==> src/rtl/mac_dot.sv <==
// mac_dot: pipelined LANES-wide dot-product accumulator with valid/ready handshakes.
// Optional build macro MAC_SAT_EN selects saturating arithmetic with a per-frame overflow flag.
module mac_dot #(
    parameter int IN_W   = 8,
    parameter int LANES  = 4,
    parameter int ACC_W  = 20,
    parameter int SIGNED = 0
) (
    input  logic                  clk,
    input  logic                  reset,
    input  logic                  clr,
    input  logic                  in_valid,
    output logic                  in_ready,
    input  logic [LANES*IN_W-1:0] in_a,
    input  logic [LANES*IN_W-1:0] in_b,
    input  logic                  in_last,
    output logic                  acc_valid,
    input  logic                  acc_ready,
    output logic [ACC_W-1:0]      acc_data,
    output logic                  acc_ovf
);

    localparam int  PW   = 2 * IN_W;
    localparam bit  IS_S = (SIGNED != 0);
`ifdef MAC_SAT_EN
    localparam int  SW   = ACC_W + 1;
`else
    localparam int  SW   = ACC_W;
`endif

    if (LANES < 1 || ACC_W < 2 * IN_W + $clog2(LANES)) begin : g_param_err
        $error("mac_dot: LANES must be >= 1 and ACC_W >= 2*IN_W+$clog2(LANES)");
    end

    function automatic logic [PW-1:0] ext_op(input logic [IN_W-1:0] v);
        logic [PW-1:0] r;
        r = {PW{IS_S & v[IN_W-1]}};
        r[IN_W-1:0] = v;
        return r;
    endfunction

    function automatic logic [SW-1:0] ext_prod(input logic [PW-1:0] p);
        logic [SW-1:0] r;
        r = {SW{IS_S & p[PW-1]}};
        r[PW-1:0] = p;
        return r;
    endfunction

    logic [PW-1:0]    prod_s [LANES];
    logic [PW-1:0]    prod_r [LANES];
    logic             p_vld_r;
    logic             p_last_r;
    logic [SW-1:0]    sum_s;
    logic [ACC_W-1:0] acc_r;
    logic [ACC_W-1:0] acc_next_s;
    logic             first_r;
    logic             acc_valid_r;
    logic [ACC_W-1:0] acc_data_r;
    logic             adv_s;

    assign adv_s     = !(acc_valid_r && !acc_ready) && !clr;
    assign in_ready  = adv_s;
    assign acc_valid = acc_valid_r;
    assign acc_data  = acc_data_r;

    // Lane products: operands widened first so the PW-bit product is exact in both modes.
    always_comb begin
        for (int i = 0; i < LANES; i++) begin
            prod_s[i] = ext_op(in_a[i*IN_W +: IN_W]) * ext_op(in_b[i*IN_W +: IN_W]);
        end
    end

    // Sum of registered products at full width.
    always_comb begin
        sum_s = {SW{1'b0}};
        for (int i = 0; i < LANES; i++) begin
            sum_s = sum_s + ext_prod(prod_r[i]);
        end
    end

`ifdef MAC_SAT_EN
    logic [SW-1:0] base_s;
    logic [SW-1:0] wide_s;
    logic          ovf_s;
    logic          ovf_sticky_r;
    logic          acc_ovf_r;

    // Guard-bit add, overflow detection and clamp.
    always_comb begin
        if (first_r) begin
            base_s = {SW{1'b0}};
        end else begin
            base_s = {IS_S & acc_r[ACC_W-1], acc_r};
        end
        wide_s = base_s + sum_s;
        if (IS_S) begin
            ovf_s = wide_s[ACC_W] ^ wide_s[ACC_W-1];
        end else begin
            ovf_s = wide_s[ACC_W];
        end
        if (!ovf_s) begin
            acc_next_s = wide_s[ACC_W-1:0];
        end else if (IS_S) begin
            acc_next_s = wide_s[ACC_W] ? {1'b1, {(ACC_W-1){1'b0}}} : {1'b0, {(ACC_W-1){1'b1}}};
        end else begin
            acc_next_s = {ACC_W{1'b1}};
        end
    end

    // Sticky frame overflow; published alongside the frame result.
    always_ff @(posedge clk or negedge reset) begin
        if (!reset) begin
            ovf_sticky_r <= 1'b0;
            acc_ovf_r    <= 1'b0;
        end else if (clr) begin
            ovf_sticky_r <= 1'b0;
            acc_ovf_r    <= 1'b0;
        end else if (adv_s && p_vld_r) begin
            if (p_last_r) begin
                acc_ovf_r    <= ovf_sticky_r | ovf_s;
                ovf_sticky_r <= 1'b0;
            end else begin
                ovf_sticky_r <= ovf_sticky_r | ovf_s;
            end
        end
    end

    assign acc_ovf = acc_ovf_r;
`else
    // Modulo accumulate: no guard bit, result wraps at 2^ACC_W.
    always_comb begin
        if (first_r) begin
            acc_next_s = sum_s;
        end else begin
            acc_next_s = acc_r + sum_s;
        end
    end

    assign acc_ovf = 1'b0;
`endif

    // Product stage, accumulator and result register; everything freezes when adv_s is low.
    always_ff @(posedge clk or negedge reset) begin
        if (!reset) begin
            prod_r      <= '{default: {PW{1'b0}}};
            p_vld_r     <= 1'b0;
            p_last_r    <= 1'b0;
            acc_r       <= {ACC_W{1'b0}};
            first_r     <= 1'b1;
            acc_valid_r <= 1'b0;
            acc_data_r  <= {ACC_W{1'b0}};
        end else if (clr) begin
            p_vld_r     <= 1'b0;
            acc_r       <= {ACC_W{1'b0}};
            first_r     <= 1'b1;
            acc_valid_r <= 1'b0;
        end else begin
            if (acc_valid_r && acc_ready) begin
                acc_valid_r <= 1'b0;
            end
            if (adv_s) begin
                prod_r   <= prod_s;
                p_vld_r  <= in_valid;
                p_last_r <= in_last;
                if (p_vld_r) begin
                    if (p_last_r) begin
                        acc_data_r  <= acc_next_s;
                        acc_valid_r <= 1'b1;
                        first_r     <= 1'b1;
                    end else begin
                        acc_r   <= acc_next_s;
                        first_r <= 1'b0;
                    end
                end
            end
        end
    end

endmodule

==> config.mk <==
export PLATFORM = sky130hd
export DESIGN_NAME = mac_dot
export DESIGN_NICKNAME = d
export VERILOG_FILES = /design/src/rtl/mac_dot.sv
export SDC_FILE = /design/constraint.sdc
export NUM_CORES = 1
export LEC_CHECK = 0
export CAP_MARGIN = 20
export CORE_ASPECT_RATIO = 2
export CORE_MARGIN = 2
export CORE_UTILIZATION = 35
export CTS_BUF_LIST = sky130_fd_sc_hd__clkbuf_16
export CTS_CLUSTER_SIZE = 20
export DETAILED_ROUTE_END_ITERATION = 6
export PLACE_DENSITY = 0.55
export SLEW_MARGIN = 15
export SYNTH_ARGS = -nofsm -noshare
export SYNTH_HDL_FRONTEND = slang
export SYNTH_SLANG_ARGS = --single-unit
==> constraint.sdc <==
create_clock -name clk -period 4.2 [get_ports clk]
set_input_delay 0.42 -clock clk [delete_from_list [all_inputs] [get_ports clk]]
set_output_delay 0.42 -clock clk [all_outputs]
set_load 0.005 [all_outputs]
==> run_results.csv, run 1 <==
group,metric,value,unit
final_layout,antenna_cells,0,
synthesis,yosysSeqAreaShare,18.2,%
clocking,clock_latency,0.38,ns
floorplanning,pin_count,93,
synthesis,synthesis.nets,2119,
worst_setup_path,crit_path_max_fanout,4,
worst_setup_path,crit_required,4.49,ns
worst_setup_path,max_stage_delay,0.52,ns
sta,fin_skew,0.0188,ns
synthesis,synth_area_per_cell,8.81,µm²
global_routing,grt_max_degree,55,
clocking,cts_buffer_depth,2,
route,antenna_left,0,
worst_setup_path,path_common_cell,"inv_2",
route,drc,0,
outcome,outcome,"finished with violations",
worst_setup_path,slowest_stage,"fa_1",
worst_setup_path,path_class,"reg2reg",
route,vias,12800,
run,max_cap_violations,0,
route,drtPass1Iterations,4,
sta,grt_setup_unrepaired,"true",
placed_design,post_dp_cell_area,18700,µm²
worst_setup_path,arrival,5.11,ns
sta,final_max_slew_viol_count,0,
route,vias_per_cell,4.88,
placed_design,place_inst,2580,
global_routing,grt_overflow_total,0,
clocking,tritoncts,"yes",
final_layout,fin_cells,2615,
sta,fmax,207,MHz
sta,setup_slack,-0.620,ns
synthesis,ys.flop_type,"dfrtp_1",
route,drt_iter0_drc,357,
sta,slew_headroom,36.4,%
worst_setup_path,path_cells,"inv_2 > fa_1 > inv_2 > fa_1 > ha_2 > inv_2 > fa_2 > nor2b_2 > o211ai_1 > a221oi_2 > o21a_1 > or3_4 > and2_4 > ha_4 > nand4_1 > a211oi_1 > o21ai_1 > a31oi_2 > or3_1 > nand3_1 > a311oi_1",
route,wirelength,40.4,mm
synthesis,synth_edf_count,0,
final_layout,final_util,46.5,%
global_routing,grt_pass1_vias,13900,
global_routing,grt_first_pass_wirelength,66.8,mm
placed_design,place_congestion,0.911,
final_layout,areaGrowthSynthToFinish,30.9,%
floorplanning,die_x,150,µm
worst_setup_path,crit_path_start_kind,"flop",
sta,hold_viol_final,0,
clocking,cts_made_buffers,9,
floorplanning,dieArea,44300,µm²
global_routing,grt_util_all_layers,18.9,%
floorplanning,start_util,35.5,%
final_layout,final_nets,2498,
sta,worst_pin_slew,0.952,ns
synthesis,syn_inst,1691,
outcome,violations,"setup timing",
floorplanning,rows,106,
clocking,h-tree-depth,3,
synthesis,synth.ff_latch_count,108,
global_routing,antenna_found_initial,0,
worst_setup_path,crit_path_end_kind,"flop",
clocking,cts_sinks,108,
synthesis,synth_cell_type_count,63,
final_layout,filler_cell_count,4252,
floorplanning,core,41900,µm²
clocking,root_buffer,"clkbuf_16",
placed_design,place_ws,-0.818,ns
synthesis,syn-cell-area,14900,µm²
placed_design,portBuffers,91,
route,wire_per_inst,15.5,µm
floorplanning,die_h,296,µm
synthesis,ys_async_sr_fraction,100,%
min_path,hold_path.class,"reg2reg",
final_layout,drive_above_1_share,22.5,%
final_layout,stdcell_area,19500,µm²
sta,setup_viol,23,
clocking,path_clk_slew,0.08,ns
sta,period_share,115,%
sta,period_needed,4.82,ns
synthesis,ys_warn_count,0,
placed_design,hpwl,34.0,mm
==> placed cells by master, fill, tap and decap left out, types with 8 or more instances in the layout <==
cell and instances:
a211oi_1 16, a211oi_2 8, a21o_1 31, a21oi_1 45, a21oi_2 8, a31oi_1 9
and2_1 141, buf_4 305, buf_6 8, clkbuf_16 9, clkbuf_2 25, clkdlybuf4s50_1 35
dfrtp_1 107, dlymetal6s2s_1 18, fa_1 170, ha_1 168, ha_4 8, inv_1 284
mux2i_1 9, nand2_1 222, nand3_1 14, nand4_1 8, nor2_1 49, nor2b_1 11
nor3_1 11, o21a_1 16, o21ai_0 79, o21ai_1 24, o31ai_1 10, xnor2_1 27
xor2_1 22
==> synthesized netlist by cell type, types with 4 or more instances <==
master       n  area, µm²
inv_1      289       1080
nand2_1    228        856
ha_1       181       2260
fa_1       177       3540
and2_1     145        907
dfrtp_1    107       2680
o21ai_0    104        521
a21oi_1     55        275
nor2_1      54        203
clkbuf_1    32        120
xnor2_1     32        280
a21o_1      31        233
xor2_1      24        210
a211oi_1    23        173
o21a_1      16        120
nand3_1     14       70.1
nor3_1      13       65.1
a31oi_1     12       75.1
nor2b_1     12       75.1
o31ai_1     12       90.1
mux2i_1      9       90.1
or3_1        9       56.3
and3_1       8       50.1
nand2b_1     8       50.1
nand4_1      8       50.1
o211ai_1     7       52.6
a21boi_0     5       37.5
nand3b_1     5       37.5
or4_1        5       37.5
o2111ai_1    4       35.0
o21bai_1     4       30.0
==> metrics by stage <==
stage               TNS [ns]  hold slack (ns)
floorplan              -2.15            0.124
global placement      -28.16            0.362
detailed placement    -30.44            0.370
CTS                    -9.41            0.486
global route          -15.04            0.506
finish                 -9.43            0.483
==> worst paths after layout <==
kind                       startpoint    endpoint  slack, ns  cells past startpoint
min reg2reg                prod_r[24]  prod_r[24]       0.48                      2
min                        prod_r[24]  prod_r[24]       0.48                      2
min in group asynchronous       reset   acc_r[19]       0.49                      2
max                        prod_r[17]   acc_r[16]      -0.62                     21
max reg2reg                prod_r[17]   acc_r[16]      -0.62                     21
max in group asynchronous       reset  prod_r[17]       2.65                      3
==> metal layers <==
layer / vias up / global-route usage, % / share of wire, %
li1: 6258 / - / -
met5: - / 0 / 0
met3: 68 / 1.57 / 1.9
met2: 182 / 39.6 / 59
met1: 6256 / 18.6 / 35
met4: 0 / 6.53 / 3.5
==> area by class of cell <==
| type | instances | area, µm² | share of cell area, % |
|---|---|---|---|
| multi-input combinational | 1258 | 11500 | 59.2 |
| tap | 540 | 676 | 3.47 |
| clock buffer | 9 | 225 | 1.16 |
| timing repair buffer | 404 | 3200 | 16.4 |
| clock inverter | 7 | 58.8 | 0.302 |
| inverter | 289 | 1080 | 5.56 |
| sequential | 108 | 2700 | 13.9 |
==> repair_timing <==
action                     4_1_cts  5_1_grt
pin swaps                       72       60
hold endpoints to repair        19        0
resized for setup               92      133
setup buffers                   14        9
hold buffers                     1        0
setup endpoints to repair       54       54
==> logic make-up (layout without fill, tap and decap cells) <==
kind of cell	after synthesis	count (layout)	synth area share (%)
DFF	108	108	18.2
adders and majority gates	358	358	39.0
buffers and inverters	325	709	8.22
xor gates and xnor gates	56	56	3.29
other	1	1	0.0252
muxes	11	11	0.781
AOI/OAI and AO/OA	307	307	13.1
and+or+nand+nor	525	525	17.4
==> state kept, by name, indices dropped and copies added (netlist names) <==
name	cells
acc_data	20
acc_r	20
acc_valid	1
first_r	1
p_last_r	1
p_vld_r	1
prod_r	64
==> worst max-delay path: cells and delay by family, from the launching register on <==
family,cells,cell delay (ns)
buf+inv,3,0.14
flops,1,0.37
fa+ha+maj,5,1.67
compound gates,7,1.63
simple gates,6,0.92
Power of run 1 is not shown: default switching activity piles up to over one toggle a cycle in this logic, so the estimate is an artifact.
==> run 2, diff against run 1 <==
Settings changed: CAP_MARGIN 20 to 10, MAX_ROUTING_LAYER set to met4, SKIP_LAST_GASP set to 1.
==> run_results.csv, run 2 (synthesized netlist as in run 1, its figures left out) <==
group,metric,value,unit
outcome,outcome,"finished with violations",
outcome,violations,"setup timing",
clocking,clock_latency,0.38,ns
sta,period_share,115,%
final_layout,areaGrowthSynthToFinish,34.1,%
global_routing,grt_util_all_layers,19.7,%
worst_setup_path,crit_path_start_kind,"flop",
clocking,hold_buffers,0,
worst_setup_path,crit_path_max_fanout,3,
final_layout,final_nets,2515,
clocking,path_clk_slew,0.08,ns
clocking,cts_buffer_depth,2,
final_layout,largest_register_ffs,64,
final_layout,final_util,47.7,%
global_routing,grt_overflow_total,0,
worst_setup_path,crit_path_end_kind,"flop",
route,vias,13000,
floorplanning,die_x,150,µm
sta,setup_slack,-0.642,ns
final_layout,filler_cell_count,4091,
placed_design,place_congestion,0.930,
final_layout,multi_input_area,11800,µm²
worst_setup_path,path_class,"reg2reg",
worst_setup_path,arrival,5.14,ns
global_routing,grt_pass1_vias,14100,
floorplanning,pin_count,93,
sta,final_max_slew_viol_count,0,
sta,period_needed,4.84,ns
floorplanning,start_util,35.5,%
route,drt_iter0_drc,297,
clocking,tritoncts,"yes",
sta,fin_skew,0.0162,ns
sta,fin_tns_setup,-9.54,ns
sta,setup_viol,22,
worst_setup_path,critical-path-top-delay-family,"adder cells",
clocking,cts_made_buffers,9,
sta,fmax,207,MHz
placed_design,place_ws,-0.843,ns
clocking,cts_sinks,108,
route,vias_per_cell,4.94,
final_layout,mostFrequentLayoutCells,"311 x buf_4, 283 x inv_1, 218 x nand2_1",
final_layout,drive_above_1_share,24.8,%
clocking,root_buffer,"clkbuf_16",
route,wirelength,40.8,mm
final_layout,seqCellArea,2700,µm²
floorplanning,rows,106,
global_routing,grt_max_degree,93,
sta,grt_setup_unrepaired,"true",
placed_design,hpwl,34.1,mm
worst_setup_path,path_cells,"inv_2 > fa_1 > inv_2 > fa_1 > ha_2 > inv_2 > fa_2 > nor2b_2 > o211ai_1 > a221oi_2 > o21a_1 > or3_4 > and2_4 > ha_4 > buf_4 > nand2_4 > nor2_4 > buf_4 > a31oi_4 > a2bb2oi_2 > or4_1 > a31oi_1",
global_routing,antenna_found_initial,0,
clocking,h-tree-depth,3,
final_layout,final_common_cell,"buf_4",
worst_setup_path,crit_required,4.50,ns
sta,slew_headroom,42.2,%
sta,hold_viol_final,0,
worst_setup_path,slowest_stage,"fa_1",
route,wire_per_inst,15.5,µm
worst_setup_path,cp_num_buf_inv,5,
floorplanning,die_h,296,µm
sta,worst_pin_slew,0.867,ns
final_layout,max_flop_register,"prod_r",
run,max_cap_violations,0,
global_routing,grt_first_pass_wirelength,67.6,mm
final_layout,antenna_cells,0,
min_path,hold_path.class,"in2async",
worst_setup_path,path_common_cell,"inv_2",
route,antenna_left,0,
floorplanning,core,41900,µm²
route,drtPass1Iterations,5,
placed_design,portBuffers,91,
worst_setup_path,max_stage_delay,0.55,ns
route,drc,0,
floorplanning,dieArea,44300,µm²
-- run 2: cell types whose count changed in the layout (fill, tap and decap cells not counted), sizes merged --
cell	change
clkdlybuf4s15	-2
buf	+18
clkbuf	-6
dlymetal6s2s	-4
clkdlybuf4s50	+3
bufinv	+1
clkinvlp	-2
dlygate4sd3	-1
dlygate4sd2	+9
inv	+1
-- run 2: area by class of cell --
type / instances / share of cell area, %
flip-flops and latches: 108 / 13.5
clock inverters: 7 / 0.501
multi-input cells: 1258 / 59.1
clock buffers: 9 / 1.13
repair buffers: 421 / 16.9
inverters: 289 / 5.43
well taps: 540 / 3.38
-- run 2: worst paths after layout --
check / to / slack [ns] / from / cells past startpoint
setup / recovery: acc_r[19] / -0.64 / prod_r[1] / 22
hold / removal: acc_r[19] / 0.03 / reset / 1
setup reg to reg: acc_r[19] / -0.64 / prod_r[1] / 22
hold reg to reg: prod_r[7] / 0.48 / prod_r[7] / 2
max in group asynchronous: acc_r[0] / 3.19 / reset / 2
min in group clk: prod_r[7] / 0.48 / prod_r[7] / 2
-- run 2: through the flow --
step | cell area, µm² | hold WS (ns) | std cells
final | 20000 | 0.0277 | 2632
after global routing | 20000 | 0.0829 | 2632
after CTS | 19400 | 0.0566 | 2614
after detailed placement | 18700 | 0.465 | 2580
after global placement | 18700 | 0.467 | 2580
after floorplan | 15000 | 0.124 | 1691
-- run 2: worst reg2reg max path: stages (launching register included) --
cell       delay [ns]
dfrtp_1          0.34
inv_2            0.05
fa_1             0.55
inv_2            0.04
fa_1             0.45
ha_2             0.21
inv_2            0.05
fa_2             0.19
nor2b_2          0.05
o211ai_1         0.36
a221oi_2         0.13
o21a_1           0.23
or3_4            0.38
and2_4           0.17
ha_4             0.27
buf_4            0.12
nand2_4          0.06
nor2_4           0.12
buf_4            0.13
a31oi_4          0.12
a2bb2oi_2        0.17
or4_1            0.40
a31oi_1          0.18
-- run 2: timing repair --
| item | CTS | global route |
|---|---|---|
| pin swaps | 74 | 73 |
| resized for setup | 106 | 168 |
| setup buffers | 21 | 20 |
| setup endpoints to repair | 50 | 51 |
-- run 2: per-layer routing --
layer | track usage [%] | vias up | part of all wire, %
met4 | 8.93 | 0 | 5.2
li1 | - | 6288 | -
met5 | - | - | 0
met1 | 18.7 | 6392 | 35
met3 | 1.26 | 110 | 1.8
met2 | 39.3 | 217 | 58
Power of run 2 is left out for the same reason.
==> run 3, diff against run 2 <==
Settings changed: CORE_MARGIN 2 to unset, PLACE_DENSITY 0.55 to 0.53.
Clock period 4.2 ns to 4.9 ns, I/O delays scaled along.
==> run_results.csv, run 3 (synthesized netlist as in run 1, its figures left out) <==
group,metric,value,unit
worst_setup_path,r2r_start,"prod_r[17]",
final_layout,final_util,43.7,%
sta,grt_setup_unrepaired,"true",
worst_setup_path,path_cells,"inv_2 > fa_1 > inv_2 > fa_1 > ha_2 > inv_2 > fa_2 > nor2b_2 > o211ai_1 > buf_4 > a22oi_2 > a311o_1 > xor2_1 > ha_1 > buf_4 > a21oi_2 > a31oi_4 > o211a_1 > or4_1 > o211ai_1",
floorplanning,die_x,148,µm
global_routing,antenna_found_initial,1,
clocking,clock_latency,0.39,ns
final_layout,drive_above_1_share,13.3,%
route,wirelength,39.5,mm
floorplanning,start_util,35.5,%
outcome,outcome,"completed",
floorplanning,die_h,294,µm
final_layout,areaGrowthSynthToFinish,22.9,%
global_routing,grt_max_degree,57,
final_layout,final_common_cell,"inv_1",
sta,fmax,207,MHz
clocking,path_clk_slew,0.08,ns
clocking,hold_buffers,0,
global_routing,grt_first_pass_wirelength,65.4,mm
route,wire_per_inst,16.0,µm
placed_design,portBuffers,91,
global_routing,grt_pass1_vias,13300,
min_path,hold_path.class,"in2async",
run,max_cap_violations,0,
clocking,cts_made_buffers,9,
worst_setup_path,path_common_cell,"inv_2",
route,drc,0,
worst_setup_path,max_stage_delay,0.54,ns
worst_setup_path,crit_path_start_kind,"flop",
worst_setup_path,arrival,5.14,ns
worst_setup_path,crit_required,5.21,ns
global_routing,grt_overflow_total,0,
worst_setup_path,r2r_cells,20,
route,vias_per_cell,4.94,
sta,hold_viol_final,0,
final_layout,mostFrequentLayoutCells,"285 x inv_1, 226 x nand2_1, 176 x fa_1",
sta,period_needed,4.83,ns
clocking,cts_sinks,108,
placed_design,hpwl,33.3,mm
sta,fin_hold_ws,0.133,ns
route,drtPass1Iterations,5,
floorplanning,pin_count,93,
final_layout,antenna_cells,0,
worst_setup_path,crit_path_end_kind,"flop",
final_layout,fin_cells,2466,
sta,worst_pin_slew,0.729,ns
final_layout,largest_register_ffs,64,
clocking,root_buffer,"clkbuf_16",
final_layout,filler_cell_count,4293,
global_routing,grt_util_all_layers,19.7,%
route,antenna_left,0,
floorplanning,rows,106,
final_layout,max_flop_register,"prod_r",
clocking,tritoncts,"yes",
worst_setup_path,crit_path_max_fanout,4,
worst_setup_path,reg2reg_to,"acc_r[18]",
final_layout,final_nets,2349,
floorplanning,core,41900,µm²
sta,slew_headroom,51.4,%
route,vias,12200,
placed_design,place_inst,2440,
sta,final_max_slew_viol_count,0,
worst_setup_path,reg2reg_slack,0.07,ns
clocking,h-tree-depth,3,
clocking,cts_buffer_depth,2,
route,drt_iter0_drc,315,
worst_setup_path,path_class,"reg2reg",
placed_design,place_congestion,0.893,
floorplanning,dieArea,43400,µm²
sta,period_share,98.5,%
worst_setup_path,slowest_stage,"fa_1",
sta,fin_skew,0.0197,ns
sta,setup_viol,0,
run 3: metrics by stage:
stage          setup slack [ns]  area [µm²]  setup TNS [ns]
2_1_floorplan             0.262       14900               0
3_3_place_gp             -0.266       17500           -1.86
3_5_place_dp             -0.303       17500           -2.76
4_1_cts                  0.0208       18100               0
5_1_grt                  -0.169       18300          -0.800
6_report                 0.0732       18300               0
run 3: layout make-up:
type | count | area (µm²) | share of cell area [%]
clock buffers | 9 | 225 | 1.23
clock inverters | 7 | 93.8 | 0.513
inverters | 289 | 1080 | 5.92
multi-input cells | 1258 | 11400 | 62.2
flip-flops and latches | 108 | 2700 | 14.8
well taps | 540 | 676 | 3.69
repair buffers | 255 | 2140 | 11.7
run 3: repair_timing:
action                     CTS  global route
setup endpoints to repair   14            20
gates cloned                 0             0
pin swaps                   25            43
gates resized for setup     32            46
setup buffers                8             6
run 3: worst max-delay path by stage:
| stage | endpoint | cells after the start | from |
|---|---|---|---|
| 3_5_place_dp | acc_data[18] | 21 | prod_r[1] |
| 2_1_floorplan | acc_r[19] | 21 | prod_r[1] |
| 3_3_place_gp | acc_r[16] | 21 | prod_r[1] |
| 6_report | acc_r[18] | 20 | prod_r[17] |
| 4_1_cts | acc_r[15] | 17 | prod_r[21] |
| 5_1_grt | acc_r[17] | 20 | prod_r[2] |
run 3: critical path, delay by kind of cell, from the launching register on:
family	cells	cell delay [ns]
xor gates and xnor gates	1	0.23
DFF	1	0.34
and+or+nand+nor	2	0.60
AOI/OAI and AO/OA	7	1.26
buffers and inverters	5	0.44
adders and majority gates	5	1.90
run 3: routing by layer:
layer | track usage [%] | up-vias | wire [µm]
met2 | 39.8 | 161 | 23300
met4 | 8.40 | 0 | 1540
met5 | - | - | 0
li1 | - | 5943 | -
met3 | 1.47 | 69 | 657
met1 | 18.5 | 6015 | 14000
Power of run 3 is left out for the same reason.
